`config.mk`:
```
export PLATFORM = sky130hd
export DESIGN_NAME = change_dispense_ctrl
export DESIGN_NICKNAME = d
export VERILOG_FILES = /design/src/rtl/change_dispense_ctrl.sv
export SDC_FILE = /design/constraint.sdc
export NUM_CORES = 1
export LEC_CHECK = 0
export ABC_AREA = 0
export ABC_CLOCK_PERIOD_IN_PS = 6300
export CORE_MARGIN = 2
export CORE_UTILIZATION = 52
export CTS_CLUSTER_DIAMETER = 150
export DETAILED_ROUTE_END_ITERATION = 16
export PLACE_DENSITY = 0.85
export SYNTH_ARGS = -nofsm -noshare
export SYNTH_HDL_FRONTEND = slang
export SYNTH_SLANG_ARGS = --single-unit
```
`constraint.sdc`:
```
create_clock -name clk -period 6.3 [get_ports clk]
set_input_delay 1.89 -clock clk [delete_from_list [all_inputs] [get_ports clk]]
set_output_delay 1.89 -clock clk [all_outputs]
set_load 0.01 [all_outputs]
```
`src/rtl/change_dispense_ctrl.sv`:
```
// Shared coin-ejector controller for two vending channels: round-robin arbitration,
// inventory feasibility check, and one-coin-at-a-time payout (5-leu first, then 1-leu).
module change_dispense_ctrl #(
   parameter int AMT_W = 5,
   parameter int CNT_W = 8
) (
   input  logic             clk,
   input  logic             reset,
   input  logic             req_a,
   input  logic [AMT_W-1:0] amt_a,
   input  logic             req_b,
   input  logic [AMT_W-1:0] amt_b,
   output logic             ack_a,
   output logic             short_a,
   output logic             ack_b,
   output logic             short_b,
   output logic             ej1,
   output logic             ej5,
   input  logic             ej_done,
   input  logic             load_en,
   input  logic [CNT_W-1:0] load_c1,
   input  logic [CNT_W-1:0] load_c5,
   output logic [CNT_W-1:0] cnt1,
   output logic [CNT_W-1:0] cnt5,
   output logic             busy
);

   typedef enum logic [2:0] {
      S_IDLE, S_CHECK, S_EJECT, S_GAP, S_DONE, S_REJECT
   } state_t;

   localparam int W = ((AMT_W > CNT_W) ? AMT_W : CNT_W) + 3;

   state_t           state, state_nxt;
   logic             gnt, gnt_nxt;      // granted channel: 0=A, 1=B
   logic             rr, rr_nxt;        // round-robin pointer: 0=A, 1=B
   logic [AMT_W-1:0] amt_q, amt_nxt;
   logic [AMT_W-1:0] n5, n5_nxt, n1, n1_nxt;
   logic [CNT_W-1:0] c1_q, c5_q, c1_nxt, c5_nxt;
   logic             dec1, dec5;
   logic [W-1:0]     q5, n5_calc, n1_calc;
   logic             fits;
   logic             ack_a_d, short_a_d, ack_b_d, short_b_d, ej1_d, ej5_d, busy_d;

   // Add refill, then take the ejected coin, then clamp at full scale.
   function automatic logic [CNT_W-1:0] inv_upd(input logic [CNT_W-1:0] cnt,
                                                input logic             add_en,
                                                input logic [CNT_W-1:0] add,
                                                input logic             dec);
      logic [CNT_W:0] s;
      s = {1'b0, cnt} + (add_en ? {1'b0, add} : {(CNT_W+1){1'b0}});
      if (dec && s != '0) s = s - 1'b1;
      return s[CNT_W] ? {CNT_W{1'b1}} : s[CNT_W-1:0];
   endfunction

   // Feasibility: greedy 5-leu count bounded by stock, remainder in 1-leu coins.
   always_comb begin
      q5      = W'(amt_q) / W'(5);
      n5_calc = (q5 < W'(c5_q)) ? q5 : W'(c5_q);
      n1_calc = W'(amt_q) - n5_calc * W'(5);
      fits    = (n1_calc <= W'(c1_q));
   end

   always_ff @(posedge clk or negedge reset) begin
      if (!reset) state <= S_IDLE;
      else        state <= state_nxt;
   end

   always_comb begin
      state_nxt = state;
      gnt_nxt   = gnt;
      rr_nxt    = rr;
      amt_nxt   = amt_q;
      n5_nxt    = n5;
      n1_nxt    = n1;
      dec1      = 1'b0;
      dec5      = 1'b0;
      case (state)
         S_IDLE: begin
            if (req_a || req_b) begin
               gnt_nxt   = (req_a && req_b) ? rr : req_b;
               amt_nxt   = gnt_nxt ? amt_b : amt_a;
               state_nxt = S_CHECK;
            end
         end
         S_CHECK: begin
            if (fits) begin
               n5_nxt = AMT_W'(n5_calc);
               n1_nxt = AMT_W'(n1_calc);
            end
            if (amt_q == '0)  state_nxt = S_DONE;
            else if (!fits)   state_nxt = S_REJECT;
            else              state_nxt = S_EJECT;
         end
         S_EJECT: begin
            if (ej_done) begin
               if (n5 != '0) begin
                  n5_nxt = n5 - 1'b1;
                  dec5   = 1'b1;
               end else begin
                  n1_nxt = n1 - 1'b1;
                  dec1   = 1'b1;
               end
               state_nxt = S_GAP;
            end
         end
         S_GAP:    state_nxt = (n5 != '0 || n1 != '0) ? S_EJECT : S_DONE;
         S_DONE,
         S_REJECT: begin
            rr_nxt    = ~gnt;
            state_nxt = S_IDLE;
         end
         default:  state_nxt = S_IDLE;
      endcase
      c1_nxt = inv_upd(c1_q, load_en, load_c1, dec1);
      c5_nxt = inv_upd(c5_q, load_en, load_c5, dec5);
   end

   // Outputs are decoded from the next state so they are registered alongside it.
   always_comb begin
      ej5_d     = (state_nxt == S_EJECT) && (n5_nxt != '0);
      ej1_d     = (state_nxt == S_EJECT) && (n5_nxt == '0);
      ack_a_d   = (state_nxt == S_DONE)   && !gnt_nxt;
      ack_b_d   = (state_nxt == S_DONE)   &&  gnt_nxt;
      short_a_d = (state_nxt == S_REJECT) && !gnt_nxt;
      short_b_d = (state_nxt == S_REJECT) &&  gnt_nxt;
      busy_d    = (state_nxt != S_IDLE);
   end

   always_ff @(posedge clk or negedge reset) begin
      if (!reset) begin
         gnt     <= 1'b0;
         rr      <= 1'b0;
         amt_q   <= '0;
         n5      <= '0;
         n1      <= '0;
         c1_q    <= '0;
         c5_q    <= '0;
         ej1     <= 1'b0;
         ej5     <= 1'b0;
         ack_a   <= 1'b0;
         ack_b   <= 1'b0;
         short_a <= 1'b0;
         short_b <= 1'b0;
         busy    <= 1'b0;
      end else begin
         gnt     <= gnt_nxt;
         rr      <= rr_nxt;
         amt_q   <= amt_nxt;
         n5      <= n5_nxt;
         n1      <= n1_nxt;
         c1_q    <= c1_nxt;
         c5_q    <= c5_nxt;
         ej1     <= ej1_d;
         ej5     <= ej5_d;
         ack_a   <= ack_a_d;
         ack_b   <= ack_b_d;
         short_a <= short_a_d;
         short_b <= short_b_d;
         busy    <= busy_d;
      end
   end

   assign cnt1 = c1_q;
   assign cnt5 = c5_q;

endmodule

```
==> results of run 1 <==
-- cells in the mapped netlist (3+ instances only) --
library cell / count
mux2i_1: 10
nand3_1: 17
or3_1: 11
nand2_1: 47
fa_1: 5
clkbuf_1: 7
dfrtp_1: 43
o22ai_1: 3
ha_1: 56
o21a_1: 6
nor2b_1: 7
xor2_1: 4
o21ai_0: 22
a31oi_1: 8
nand2b_1: 9
a21o_1: 10
o21ai_1: 4
a21oi_1: 37
and3_1: 8
inv_1: 58
nor3b_1: 5
nor3_1: 10
a311oi_1: 3
and2_1: 22
or2_2: 4
or2_1: 4
o31ai_1: 3
o21bai_1: 12
xnor2_1: 25
nor2_1: 21
a221oi_1: 3
o211ai_1: 9
-- cell families (layout without fill, tap and decap cells) --
family | Yosys count | after routing | synth area share
muxes | 11 | 11 | 0.0252
AOI/OAI and AO/OA | 138 | 138 | 0.208
other | 2 | 10 | 0.00170
DFF | 43 | 43 | 0.243
buffers and inverters | 69 | 174 | 0.0625
xor gates and xnor gates | 29 | 29 | 0.0574
adders and majority gates | 61 | 61 | 0.181
and+or+nand+nor | 180 | 180 | 0.221
-- path summary, 6_finish.rpt --
check / from / to
hold / removal: gnt$_DFF_PN0_ / rr$_DFFE_PN0P_
min in group asynchronous: reset / cnt1[6]$_DFF_PN0_
setup / recovery: amt_q[2]$_DFFE_PN0P_ / ej1$_DFF_PN0_
max in group asynchronous: reset / amt_q[3]$_DFFE_PN0P_
setup reg to reg: amt_q[2]$_DFFE_PN0P_ / ej1$_DFF_PN0_
hold reg to reg: gnt$_DFF_PN0_ / rr$_DFFE_PN0P_
-- metrics by stage --
stage,utilization,hold WS (ns),setup slack [ns],TNS (ns),instances
3_3_place_gp,0.665,0.459,-0.359,-3.95,731
4_1_cts,0.695,0.500,-0.600,-7.30,743
2_1_floorplan,-,0.436,-0.327,-3.11,541
3_5_place_dp,0.665,0.477,-0.834,-11.05,731
5_1_grt,0.716,0.523,-0.881,-12.61,751
6_report,0.716,0.501,-0.551,-7.01,751
-- cell type report --
cell class / count / area [um2] / share of cell area
Clock inverter: 3 / 67.6 / 0.0115
Timing Repair Buffer: 108 / 960 / 0.163
Tap cell: 105 / 131 / 0.0223
Inverter: 58 / 220 / 0.0374
Sequential cell: 43 / 1080 / 0.183
Clock buffer: 5 / 68.8 / 0.0117
Multi-Input combinational cell: 429 / 3360 / 0.571
-- sequential cells by signal, indices dropped and copies added (netlist names), 3 cells and up --
name,count
cnt1,8
cnt5,8
state,3
amt_q,5
n1,5
n5,5
-- worst max-delay path, delay by kind of cell, from the launching register on --
kind                     cells  cell delay, ns
AND/OR/NAND/NOR              9            1.46
buffers and inverters        3            0.34
adder cells (fa/ha/maj)      6            1.68
XOR/XNOR                     1            0.15
AO/OA/AOI/OAI               12            2.12
multiplexers                 3            0.61
flip-flops                   1            0.44
-- per-layer routing --
layer | routed length (um) | up-vias
li1 | - | 2093
met1 | 5190 | 2157
met2 | 6570 | 217
met3 | 825 | 52
met4 | 454 | 0
met5 | 0 | -
-- what timing repair did --
item / CTS / global route
setup endpoints to repair: 17 / 17
buffers inserted: 4 / 9
gates resized for setup: 17 / 26
gates cloned: 0 / 0
pin swaps: 19 / 19
==> flow_summary_export.csv, run 1 <==
group,metric,value,unit
placed_design,gp_congestion,0.943,
clock_network,cts_sinks,43,
sta,period_share,1.09,
sta,finalHoldViolCount,0,
critical_path,arrival,7.10,ns
global_routing,gr-usage-met3,0.0305,
critical_path,r2r.worst_path.cells,34,
run,drv_cap,0,
critical_path,crit_type,"reg2reg",
worst_hold_path,hp-class,"reg2reg",
global_routing,antenna_found_initial,0,
detailed_routing,remaining_drc_errors,0,
critical_path,critPathSlowestCell,"fa_1",
detailed_routing,drtIter0Drc,374,
global_routing,grt_pass1_vias,4409,
synthesis,async_flop_share,1.00,
layout,layout_commonest_cell,"inv_1",
die,die_area,0.00926,mm2
clock_network,htreeDepth,2,
placed_design,placed_cell_area,0.00547,mm2
detailed_routing,dr_total_vias,4519,
layout,diodes,0,
global_routing,grt_pass1_wl,20200,um
synthesis,synth.avg_cell_area,8.30,um2
status,status,"complete, but fails checks",
layout,finalInstanceArea,0.00589,mm2
worst_hold_path,holdPathStages,1,
clock_network,path_clk_slew,0.09,ns
critical_path,worstPathRequired,6.55,ns
layout,final_cell_mix,"inv_1, clkdlybuf4s50_1, ha_1",
clock_network,hold_buffers,0,
sta,worst_clock_skew,0.00973,ns
critical_path,rrSetupSlack,-0.55,ns
layout,layout-drive-gt1-share,0.189,
placed_design,port_buffers,54,
critical_path,start_kind,"register",
detailed_routing,wire_per_inst,17.4,um
clock_network,clkLatencyLatePin,0.31,ns
synthesis,synth-seq-cells,43,
die,fp.dieH,96.2,um
synthesis,synthTopCellsByArea,"dfrtp_1, ha_1, xnor2_1, inv_1, a21oi_1",
sta,fmax,146,MHz
status,violations,"setup timing",
sta,period_needed,6.85,ns
placed_design,dp.final_hpwl,9530,um
sta,slew_headroom,0.332,
detailed_routing,wl,13000,um
global_routing,top_usage_layer,"met2",
layout,final_net_count,738,
sta,drv_slew,0,
global_routing,track_usage,0.276,
die,ios,55,
clock_network,clock_path_buffers,2,
sta,tightest_slew,1.00,ns
global_routing,grt_max_degree,44,
synthesis,synth_top_area_frac,0.243,
sta,finalSetupViolCount,17,
global_routing,grtUsageMet1,0.340,
die,die_w,96.2,um
sta,rsz0062_at_grt,"true",
synthesis,synth_edf_count,0,
detailed_routing,drt-vias-per-instance,6.02,
die,core.rowCount,33,
clock_network,clockRootBuffer,"clkbuf_8",
synthesis,synth_top_area_cell,"dfrtp_1",
layout,syn_to_final_growth,33.1,%
clock_network,cts_tree,"built",
die,core,0.00822,mm2
detailed_routing,drt-pass1-iter-count,6,
die,initial_core_util,0.538,
clock_network,numCtsBuffers,5,
global_routing,overflow,0,
detailed_routing,final_antenna_net_count,0,
critical_path,crit_fanout,5,
critical_path,cp-end-kind,"register",
synthesis,yosys_most_used_dff,"dfrtp_1",
synthesis,seq_area_frac_synth,0.243,
layout,n_fill_cell,557,
critical_path,slowest_delay,0.45,ns
synthesis,synth_cells,533,
synthesis,synth_area,0.00442,mm2
sta,fin_ws,-0.551,ns
global_routing,use_met2,0.502,
synthesis,yosysWarnings,0,
synthesis,netlist-cell-type-count,63,
Power of run 1 is not shown: default switching activity piles up to over one toggle a cycle in this logic, so the estimate is an artifact.
==> run 2: changes to the inputs <==
Settings changed: ABC_CLOCK_PERIOD_IN_PS 6300 to 8400, CORE_UTILIZATION 52 to 61, PLACE_DENSITY 0.85 to 0.94.
Clock period 6.3 ns to 8.4 ns, I/O delays scaled along.
==> flow_summary_export.csv, run 2 (synthesis gave the netlist of run 1 again) <==
group,metric,value,unit
die,ios,55,
detailed_routing,final_antenna_net_count,0,
die,die_w,89.2,um
sta,period_needed,8.05,ns
critical_path,slowest_delay,0.47,ns
critical_path,crit_fanout,9,
clock_network,clock_path_buffers,2,
sta,finalSetupViolCount,0,
global_routing,overflow,0,
clock_network,clkLatencyLatePin,0.31,ns
sta,period_share,0.958,
detailed_routing,remaining_drc_errors,0,
sta,slew_headroom,0.342,
layout,n_fill_cell,537,
global_routing,track_usage,0.286,
layout,utilization,0.726,
global_routing,grt_pass1_wl,17800,um
layout,layout-drive-gt1-share,0.0521,
global_routing,grt_max_degree,44,
layout,layout_commonest_cell,"inv_1",
detailed_routing,wire_per_inst,15.7,um
detailed_routing,drtIter0Drc,307,
sta,tightest_slew,0.987,ns
placed_design,dp_cells,684,
clock_network,hold_buffers,0,
die,die_area,0.00795,mm2
sta,worst_clock_skew,0.0137,ns
placed_design,dp.final_hpwl,8640,um
detailed_routing,drt-pass1-iter-count,5,
layout,final_net_count,687,
die,core.rowCount,31,
clock_network,numCtsBuffers,5,
die,fp.dieH,89.2,um
detailed_routing,drt-vias-per-instance,5.97,
worst_hold_path,hp-class,"reg2reg",
critical_path,critPathSlowestCell,"dfrtp_2",
global_routing,grt_pass1_vias,3941,
detailed_routing,wl,10900,um
critical_path,cpMostUsedCell,"ha_1",
detailed_routing,dr_total_vias,4140,
die,initial_core_util,0.620,
critical_path,worstPathRequired,8.65,ns
sta,holdWs,0.473,ns
critical_path,cp-end-kind,"register",
layout,syn_to_final_growth,17.2,%
die,core,0.00714,mm2
clock_network,cts_sinks,43,
clock_network,htreeDepth,2,
global_routing,antenna_found_initial,0,
sta,drv_slew,0,
critical_path,arrival,8.30,ns
critical_path,crit_type,"reg2reg",
status,status,"finished, final reports clean",
layout,diodes,0,
sta,fmax,124,MHz
clock_network,cts_tree,"built",
clock_network,path_clk_slew,0.10,ns
critical_path,start_kind,"register",
layout,final_cell_mix,"inv_1, ha_1, clkdlybuf4s50_1",
sta,finalHoldViolCount,0,
clock_network,clockRootBuffer,"clkbuf_8",
placed_design,port_buffers,54,
run,drv_cap,0,
sta,fin_setup_tns,0,ns
placed_design,gp_congestion,0.973,
layout,instances_no_fill,694,
-- run 2: metrics by stage --
step | setup WS [ns] | cell area, um2
global placement | 0.812 | 5060
detailed placement | 0.343 | 5060
CTS | 0.231 | 5150
floorplan | 1.42 | 4450
global route | -0.0992 | 5180
finish | 0.351 | 5180
-- run 2: final cells by class --
| cell class | instances | area [um2] | share of cell area |
|---|---|---|---|
| Clock buffer | 5 | 68.8 | 0.0133 |
| Sequential cell | 43 | 1080 | 0.208 |
| Tap cell | 99 | 124 | 0.0239 |
| Clock inverter | 3 | 23.8 | 0.00459 |
| Inverter | 58 | 218 | 0.0420 |
| Timing Repair Buffer | 57 | 558 | 0.108 |
| Multi-Input combinational cell | 429 | 3110 | 0.601 |
-- run 2: path summary, 6_finish.rpt --
check                           cells past startpoint                    to                 start  slack (ns)
worst max-delay path                               33         ej1$_DFF_PN0_  amt_q[3]$_DFFE_PN0P_        0.35
worst min-delay path                                1        rr$_DFFE_PN0P_         gnt$_DFF_PN0_        0.47
worst max register to register                     33         ej1$_DFF_PN0_  amt_q[3]$_DFFE_PN0P_        0.35
worst min register to register                      1        rr$_DFFE_PN0P_         gnt$_DFF_PN0_        0.47
max in group asynchronous                           1  amt_q[3]$_DFFE_PN0P_                 reset        5.35
min in group asynchronous                           1     cnt1[1]$_DFF_PN0_                 reset        2.37
-- run 2: layer usage --
layer  GRT usage  part of all wire  up-vias
met3      0.0499             0.050       32
met4       0.114             0.028        0
met2       0.496              0.50      138
met5           0                 0        -
li1            -                 -     1991
met1       0.351              0.42     1979
-- run 2: repair_timing --
item	CTS	global route
hold endpoints to repair	0	0
setup endpoints to repair	0	8
gates resized for setup	0	4
buffers inserted	0	2
-- run 2: critical path, delay by kind of cell, from the launching register on --
family                   cells  cell delay [ns]
adder cells (fa/ha/maj)      6             1.78
buffers and inverters        3             0.31
AND/OR/NAND/NOR             11             2.42
XOR/XNOR                     1             0.18
flip-flops                   1             0.47
AO/OA/AOI/OAI                9             2.04
multiplexers                 3             0.77
Power of run 2 is left out for the same reason.
